### config.mk
export PLATFORM = sky130hd
export DESIGN_NAME = dcache_access_ctrl
export DESIGN_NICKNAME = d
export VERILOG_FILES = /design/src/rtl/dcache_access_ctrl_pkg.sv /design/src/rtl/dcache_access_ctrl_fwd.sv /design/src/rtl/dcache_access_ctrl.sv
export SDC_FILE = /design/constraint.sdc
export NUM_CORES = 1
export LEC_CHECK = 0
export CAP_MARGIN = 20
export CORE_AREA = 10 10 152 84
export DETAILED_ROUTE_END_ITERATION = 12
export DIE_AREA = 0 0 162 94
export PLACE_DENSITY_LB_ADDON = 0.05
export SKIP_LAST_GASP = 1
export SYNTH_ARGS = -nofsm -noshare
export SYNTH_HDL_FRONTEND = slang
export SYNTH_SLANG_ARGS = --single-unit
### constraint.sdc
create_clock -name clk -period 5.7 [get_ports clk]
set_input_delay 1.71 -clock clk [delete_from_list [all_inputs] [get_ports clk]]
set_output_delay 1.71 -clock clk [all_outputs]
set_load 0.02 [all_outputs]
### src/rtl/dcache_access_ctrl_pkg.sv
// dcache_access_ctrl_pkg
// Shared definitions for the MEM-stage data-cache access controller:
// default data/address width and the access FSM state encoding.
package dcache_access_ctrl_pkg;

    localparam int data_size = 32;

    typedef enum logic [1:0] {
        IDLE   = 2'd0,
        ACCESS = 2'd1,
        DONE   = 2'd2
    } dc_state_t;

endpackage

### src/rtl/dcache_access_ctrl_fwd.sv
// store_fwd_detect
// Combinational WB->MEM store-data hazard detection. A store in MEM whose
// data register is being written back this cycle must take the WB value.
// Register x0 is hard-wired to zero and never forwards.
// Ports:
//   mem_write  - store present in MEM
//   reg_write  - WB writeback enable
//   rd_addr    - WB destination register
//   rs2_addr   - MEM store-data source register
//   fwd        - forward WB write data into the store path
module store_fwd_detect (
    input  logic       mem_write,
    input  logic       reg_write,
    input  logic [4:0] rd_addr,
    input  logic [4:0] rs2_addr,
    output logic       fwd
);

    assign fwd = mem_write & reg_write & (rd_addr != 5'd0) & (rd_addr == rs2_addr);

endmodule

### src/rtl/dcache_access_ctrl.sv
// dcache_access_ctrl
// Sequences one D-cache access per MEM-stage load/store and stalls the
// pipeline until it completes.
//
//   state  | meaning
//   IDLE   | waiting for a MEM op; captures address/data on one
//   ACCESS | request outstanding, held until DC_stall drops
//   DONE   | one release cycle, no new access accepted
//
// Ports:
//   clk, rst                 - clock, synchronous active-high reset
//   MemWrite_MEM/MemRead_MEM - store / load in MEM
//   rs2_addr_MEM             - store-data source register
//   RegWrite_WB, rd_addr_WB  - WB writeback enable / destination
//   Read_data_2_MEM          - MEM rs2 value
//   write_data               - WB writeback value
//   ALU_result_MEM           - effective address
//   DC_stall, DC_rdata       - cache busy / load data
//   D_in_sel                 - store-data select (1 = forwarded WB data)
//   DC_req, DC_we            - registered request / write enable
//   DC_addr, Dcache_in       - registered address / store data
//   pipe_stall               - hold IF..MEM
//   rdata_MEM                - registered load result
module dcache_access_ctrl
    import dcache_access_ctrl_pkg::*;
#(
    parameter int DATA_W = data_size
) (
    input  logic              clk,
    input  logic              rst,
    input  logic              MemWrite_MEM,
    input  logic              MemRead_MEM,
    input  logic [4:0]        rs2_addr_MEM,
    input  logic              RegWrite_WB,
    input  logic [4:0]        rd_addr_WB,
    input  logic [DATA_W-1:0] Read_data_2_MEM,
    input  logic [DATA_W-1:0] write_data,
    input  logic [DATA_W-1:0] ALU_result_MEM,
    input  logic              DC_stall,
    input  logic [DATA_W-1:0] DC_rdata,
    output logic              D_in_sel,
    output logic              DC_req,
    output logic              DC_we,
    output logic [DATA_W-1:0] DC_addr,
    output logic [DATA_W-1:0] Dcache_in,
    output logic              pipe_stall,
    output logic [DATA_W-1:0] rdata_MEM
);

    dc_state_t state, state_nxt;
    logic      fwd;
    logic      mem_op;

    assign mem_op = MemWrite_MEM | MemRead_MEM;

    store_fwd_detect u_fwd (
        .mem_write (MemWrite_MEM),
        .reg_write (RegWrite_WB),
        .rd_addr   (rd_addr_WB),
        .rs2_addr  (rs2_addr_MEM),
        .fwd       (fwd)
    );

    always_comb begin
        state_nxt  = state;
        pipe_stall = 1'b0;
        D_in_sel   = 1'b0;
        case (state)
            IDLE: begin
                D_in_sel = fwd;
                if (mem_op) begin
                    pipe_stall = 1'b1;
                    state_nxt  = ACCESS;
                end
            end
            ACCESS: begin
                pipe_stall = 1'b1;
                if (!DC_stall) begin
                    state_nxt = DONE;
                end
            end
            DONE: begin
                state_nxt = IDLE;
            end
            default: begin
                state_nxt = IDLE;
            end
        endcase
        // Outputs are quiet during reset whatever state the register holds.
        if (rst) begin
            pipe_stall = 1'b0;
            D_in_sel   = 1'b0;
        end
    end

    always_ff @(posedge clk) begin
        if (rst) begin
            state     <= IDLE;
            DC_req    <= 1'b0;
            DC_we     <= 1'b0;
            DC_addr   <= '0;
            Dcache_in <= '0;
            rdata_MEM <= '0;
        end else begin
            state <= state_nxt;
            case (state)
                IDLE: begin
                    if (mem_op) begin
                        DC_req    <= 1'b1;
                        // Load+store together is treated as a store.
                        DC_we     <= MemWrite_MEM;
                        DC_addr   <= ALU_result_MEM;
                        Dcache_in <= fwd ? write_data : Read_data_2_MEM;
                    end
                end
                ACCESS: begin
                    if (!DC_stall) begin
                        if (!DC_we) begin
                            rdata_MEM <= DC_rdata;
                        end
                        DC_req <= 1'b0;
                        DC_we  <= 1'b0;
                    end
                end
                default: begin
                end
            endcase
        end
    end

endmodule

==> flow_metrics.env, run 1 <==
export IMPL_grt_use_total=0.186
export IMPL_synth_cell_types=29
export IMPL_worstPathMaxFanout=4
export IMPL_status="finished, final reports clean"
export IMPL_routedWlPerCell_um=18.0
export IMPL_ir_drop_v=0.000203
export IMPL_multi_input_comb_area_sq_um=1580
export IMPL_ys_warnings_count=0
export IMPL_synth_largest_area_cell="dfxtp_1"
export IMPL_vias_per_cell=4.81
export IMPL_cts_tree="yes"
export IMPL_ys_top_cells_by_area="dfxtp_1 51%, a21oi_1 13%, nand2_1 12%, o221a_1 8.6%, buf_6 3.2%"
export IMPL_clock_sinks=100
export IMPL_clock_latency_ps=340
export IMPL_cts_clk_slew_worst_paths_ps=70
export IMPL_ant_nets=0
export IMPL_die_area_sq_um=15200
export IMPL_route_vias_total=3977
export IMPL_synth_area_mux_share=0
export IMPL_syn_avg_cell_area_sq_um=8.63
export IMPL_seq_area_frac_synth=0.510
export IMPL_place_ws_ps=159
export IMPL_yosysMostFrequentCell="nand2_1"
export IMPL_fin_crit_sh=0.970
export IMPL_grt_pass1_vias=3883
export IMPL_hold_buffers=0
export IMPL_cts_buffers=9
export IMPL_yosys_area_top_type_share=0.510
export IMPL_antenna_found_initial=0
export IMPL_syn_area_sq_um=3930
export IMPL_period_minus_slack_ps=5530
export IMPL_grt_overflow_total=0
export IMPL_hpwl_um=11100
export IMPL_die_height_um=94
export IMPL_drc=0
export IMPL_fin_util=0.672
export IMPL_p_total_mw=1.90
export IMPL_register_area_sq_um=2000
export IMPL_ys_flop_type="dfxtp_1"
export IMPL_synth_fa_ha_area_frac=0
export IMPL_tightest_slew_ps=766
export IMPL_synth_edf_count=0
export IMPL_yosys_area_share_xor_xnor=0.00892
export IMPL_synthArstFlopShare=0
export IMPL_rsz0062_at_grt="no"
export IMPL_min_path_type="flip-flop to flip-flop"
export IMPL_netlist_instances=455
export IMPL_max_cap_violations=0
export IMPL_cts_root_buf="clkbuf_16"
export IMPL_clock_path_buffers=2
export IMPL_syn_to_final_growth_pct=71.6
export IMPL_cts_setup_buffers=0
export IMPL_nets=826
export IMPL_drt_first_iter_violations=210
export IMPL_final_max_slew_viol_count=0
export IMPL_setup_viol=0
export IMPL_fillCellCount=858
export IMPL_num_io_pins=244
export IMPL_powerDensity_nw_per_um2=283
export IMPL_ys_ff_latch=100
export IMPL_rows=26
export IMPL_cp_arrival_ps=3820
export IMPL_cp_required_ps=3990
export IMPL_grt_pass1_wl_um=22500
export IMPL_fin_setup_tns_ps=0
export IMPL_clock_skew_ps=9.69
export IMPL_place_gp_congestion=0.786
export IMPL_wl_um=14900
export IMPL_antenna_cells=0
export IMPL_htreeDepth=3
export IMPL_dpl_cell_area_sq_um=6380
export IMPL_crit_type="input pin to output port"
export IMPL_cellLeakagePower_nw=2.47
export IMPL_synth_simple_area_share=0.164
export IMPL_drive_gt1_frac=0.0480
export IMPL_ys_top_cells_by_count="130 x nand2_1, 100 x dfxtp_1, 99 x a21oi_1"
export IMPL_synth_compound_area_frac=0.227
export IMPL_grt_max_degree=67
export IMPL_die_w_um=162
export IMPL_core_sq_um=10000
export IMPL_initial_core_util=0.392
export IMPL_max_slew_margin=0.489
export IMPL_syn_num_nets=599
export IMPL_finalHoldViolations=0
export IMPL_synth_top_family_by_area="compound AO/OA/AOI/OAI gates"
export IMPL_startpoint_type="input pin"
export IMPL_cts_resized_gates=0
export IMPL_finish_instance_area_sq_um=6740
export IMPL_clock_fmax_mhz=181
export IMPL_setup_ws_ps=172
export IMPL_worstSetupEndpointType="output port"
export IMPL_first_pass_iters=5
export IMPL_port_buffer_count=243
[worst max-delay path, cell delays in order]
cell and delay, ps:
clkdlybuf4s50_1 530, nand2_1 170, nor4_4 320, nand3_1 200, nor4_1 210, clkdlybuf4s50_1 680
[stage by stage]
stage	hold WS, ps	std cells
CTS	455	826
global placement	441	809
floorplan	532	455
global route	475	827
finish	453	827
detailed placement	446	810
[cell families (layout without fill, tap and decap cells)]
| family | after synthesis | count (layout) |
|---|---|---|
| AO/OA/AOI/OAI | 135 | 135 |
| AND/OR/NAND/NOR | 149 | 149 |
| XOR/XNOR | 4 | 4 |
| buffers and inverters | 67 | 299 |
| flip-flops | 100 | 100 |
[final cells by class]
class | count | area share
clock buffers | 10 | 0.0355
clock inverters | 6 | 0.0139
inverters | 32 | 0.0178
multi-input cells | 288 | 0.234
flip-flops and latches | 100 | 0.297
well taps | 140 | 0.0260
repair buffers | 251 | 0.375
[final timing paths]
kind                       from             to  slack, ps  cells past startpoint
setup reg to reg       state[1]   Dcache_in[3]       3590                      3
hold / removal    rdata_MEM[29]  rdata_MEM[29]        450                      2
hold reg to reg   rdata_MEM[29]  rdata_MEM[29]        450                      2
setup / recovery   MemWrite_MEM       D_in_sel        170                      6
[routing by layer]
metal,GRT usage,wire length (um)
met1,0.207,5890
met2,0.322,7250
met3,0.0840,1580
met4,0.0392,133
met5,0,0
[power breakdown]
part           switching (mW)  internal, mW  total [mW]
clock network           0.276         0.401       0.677
logic                   0.211         0.235       0.446
registers              0.0288         0.753       0.782
[registers in the layout (all words and copies together) (netlist names)]
register and cells:
DC_we 1, DC_addr 32, Dcache_in 32, rdata_MEM 32
state 2, DC_req 1
[layout by cell type, fill, tap and decap left out, drive strengths merged, types with 2 or more instances in the layout]
cell type	n
clkdlybuf4s50	242
nand2	130
dfxtp	100
a21oi	99
inv	34
o221a	32
clkbuf	10
buf	9
nor3	5
xor2	3
nand2b	3
nor4	3
nor2	2
bufinv	2
o21ai	2
or3	2
No activity file was read; power rests on OpenSTA's default activity.
==> run 2: changes to the inputs <==
==> constraint.sdc (replaced) <==
create_clock -name clk -period 5.7 [get_ports clk]
set_input_delay 1.71 -clock clk [delete_from_list [all_inputs] [get_ports clk]]
set_output_delay 1.71 -clock clk [all_outputs]
set_load 0.05 [all_outputs]
==> flow_metrics.env, run 2 (synthesis results as in run 1) <==
export IMPL_clock_skew_ps=10.4
export IMPL_cts_resized_gates=0
export IMPL_period_minus_slack_ps=5370
export IMPL_core_sq_um=10000
export IMPL_routedWlPerCell_um=17.7
export IMPL_rows=26
export IMPL_clock_sinks=100
export IMPL_cp_arrival_ps=3660
export IMPL_antenna_cells=0
export IMPL_port_buffer_count=243
export IMPL_clock_latency_ps=340
export IMPL_cts_clk_slew_worst_paths_ps=70
export IMPL_worstPathMaxFanout=4
export IMPL_syn_to_final_growth_pct=70.7
export IMPL_status="finished, final reports clean"
export IMPL_cp_required_ps=3990
export IMPL_rsz0062_at_grt="no"
export IMPL_fin_crit_sh=0.942
export IMPL_setup_viol=0
export IMPL_drive_gt1_frac=0.0453
export IMPL_startpoint_type="input pin"
export IMPL_clock_fmax_mhz=186
export IMPL_vias_per_cell=4.74
export IMPL_drt_first_iter_violations=205
export IMPL_max_cap_violations=0
export IMPL_tightest_slew_ps=1080
export IMPL_place_ws_ps=350
export IMPL_place_gp_congestion=0.779
export IMPL_initial_core_util=0.392
export IMPL_cellLeakagePower_nw=2.44
export IMPL_grt_use_total=0.182
export IMPL_worstSetupEndpointType="output port"
export IMPL_worstPathCellList="clkdlybuf4s50_1, nand2_1, nor4_4, nand3_1, nor4_1, buf_12"
export IMPL_fin_util=0.669
export IMPL_top_regs="DC_addr (32), Dcache_in (32), rdata_MEM (32)"
export IMPL_nets=823
export IMPL_slowest_delay_ps=520
export IMPL_layout_common_cells="241 x clkdlybuf4s50_1, 130 x nand2_1, 100 x dfxtp_1, 99 x a21oi_1, 32 x inv_1"
export IMPL_dpl_cell_area_sq_um=6360
export IMPL_p_total_mw=1.97
export IMPL_finish_instance_area_sq_um=6700
export IMPL_hold_buffers=0
export IMPL_cpMaxStageDelayCell="clkdlybuf4s50_1"
export IMPL_die_height_um=94
export IMPL_hpwl_um=10800
export IMPL_crit_type="input pin to output port"
export IMPL_cts_setup_buffers=0
export IMPL_layout_commonest_cell="clkdlybuf4s50_1"
export IMPL_route_vias_total=3905
export IMPL_ant_nets=0
export IMPL_drc=0
export IMPL_grt_overflow_total=0
export IMPL_die_w_um=162
export IMPL_clock_path_buffers=2
export IMPL_cts_tree="yes"
export IMPL_final_max_slew_viol_count=0
export IMPL_powerDensity_nw_per_um2=294
export IMPL_grt_max_degree=100
export IMPL_cts_root_buf="clkbuf_16"
export IMPL_htreeDepth=3
export IMPL_wl_um=14600
export IMPL_ir_drop_v=0.000206
export IMPL_cts_buffers=9
export IMPL_setup_ws_ps=332
export IMPL_fin_setup_tns_ps=0
export IMPL_finalHoldViolations=0
export IMPL_antenna_found_initial=0
export IMPL_num_io_pins=244
export IMPL_grt_pass1_wl_um=22000
export IMPL_first_pass_iters=4
export IMPL_min_path_type="flip-flop to flip-flop"
export IMPL_grt_pass1_vias=3888
export IMPL_die_area_sq_um=15200
export IMPL_max_slew_margin=0.277
-- run 2: changes by cell type in the layout (fill, tap and decap cells not counted) --
cell             change
buf_12               +1
clkinv_4             -1
buf_4                -3
clkinvlp_4           +2
bufinv_16            -1
clkdlybuf4s50_1      -1
-- run 2: power breakdown --
group | switching (mW) | leakage [nW] | internal (mW)
Sequential | 0.0282 | 0.823 | 0.753
Combinational | 0.332 | 1.48 | 0.232
Clock | 0.271 | 0.142 | 0.356
-- run 2: path summary, 6_finish.rpt --
check | from | endpoint | slack [ps] | depth (start not counted)
worst min register to register | DC_addr[9] | DC_addr[9] | 450 | 2
worst min-delay path | DC_addr[9] | DC_addr[9] | 450 | 2
worst max-delay path | MemWrite_MEM | D_in_sel | 330 | 6
worst max register to register | state[1] | Dcache_in[7] | 3620 | 3
-- run 2: cell type report --
type / instances / area (sq um)
fillers: 884 / 3320
repair buffers: 248 / 2520
flip-flops and latches: 100 / 2000
multi-input cells: 288 / 1580
clock buffers: 10 / 239
well taps: 140 / 175
inverters: 32 / 120
clock inverters: 6 / 70.1
-- run 2: per-layer routing --
metal,global-route usage,wire (um),vias to the layer above,part of all wire
li1,-,-,1975,-
met1,0.212,5910,1778,0.41
met3,0.0787,1590,13,0.11
met5,0,0,-,0
met2,0.310,6980,139,0.48
met4,0.0331,93,0,0.0064
-- run 2: per-stage QoR --
stage / hold slack (ps) / instances
2_1_floorplan: 532 / 455
3_3_place_gp: 441 / 806
3_5_place_dp: 446 / 807
4_1_cts: 455 / 823
5_1_grt: 471 / 824
6_report: 452 / 824
-- run 2: worst max-delay path, delay by kind of cell --
family	cells	cell delay [ps]
simple gates	4	1210
buf+inv	2	720
==> run 3: changes to the inputs <==
--- a/config.mk
+++ b/config.mk
@@ -7,6 +7,7 @@
 export LEC_CHECK = 0
 export CAP_MARGIN = 20
 export CORE_AREA = 10 10 152 84
+export CTS_BUF_LIST = sky130_fd_sc_hd__clkbuf_4 sky130_fd_sc_hd__clkbuf_8 sky130_fd_sc_hd__clkbuf_16
 export DETAILED_ROUTE_END_ITERATION = 12
 export DIE_AREA = 0 0 162 94
 export PLACE_DENSITY_LB_ADDON = 0.05
==> results of run 3 <==
No change in the layout: final DEF, timing and power equal those of run 2.
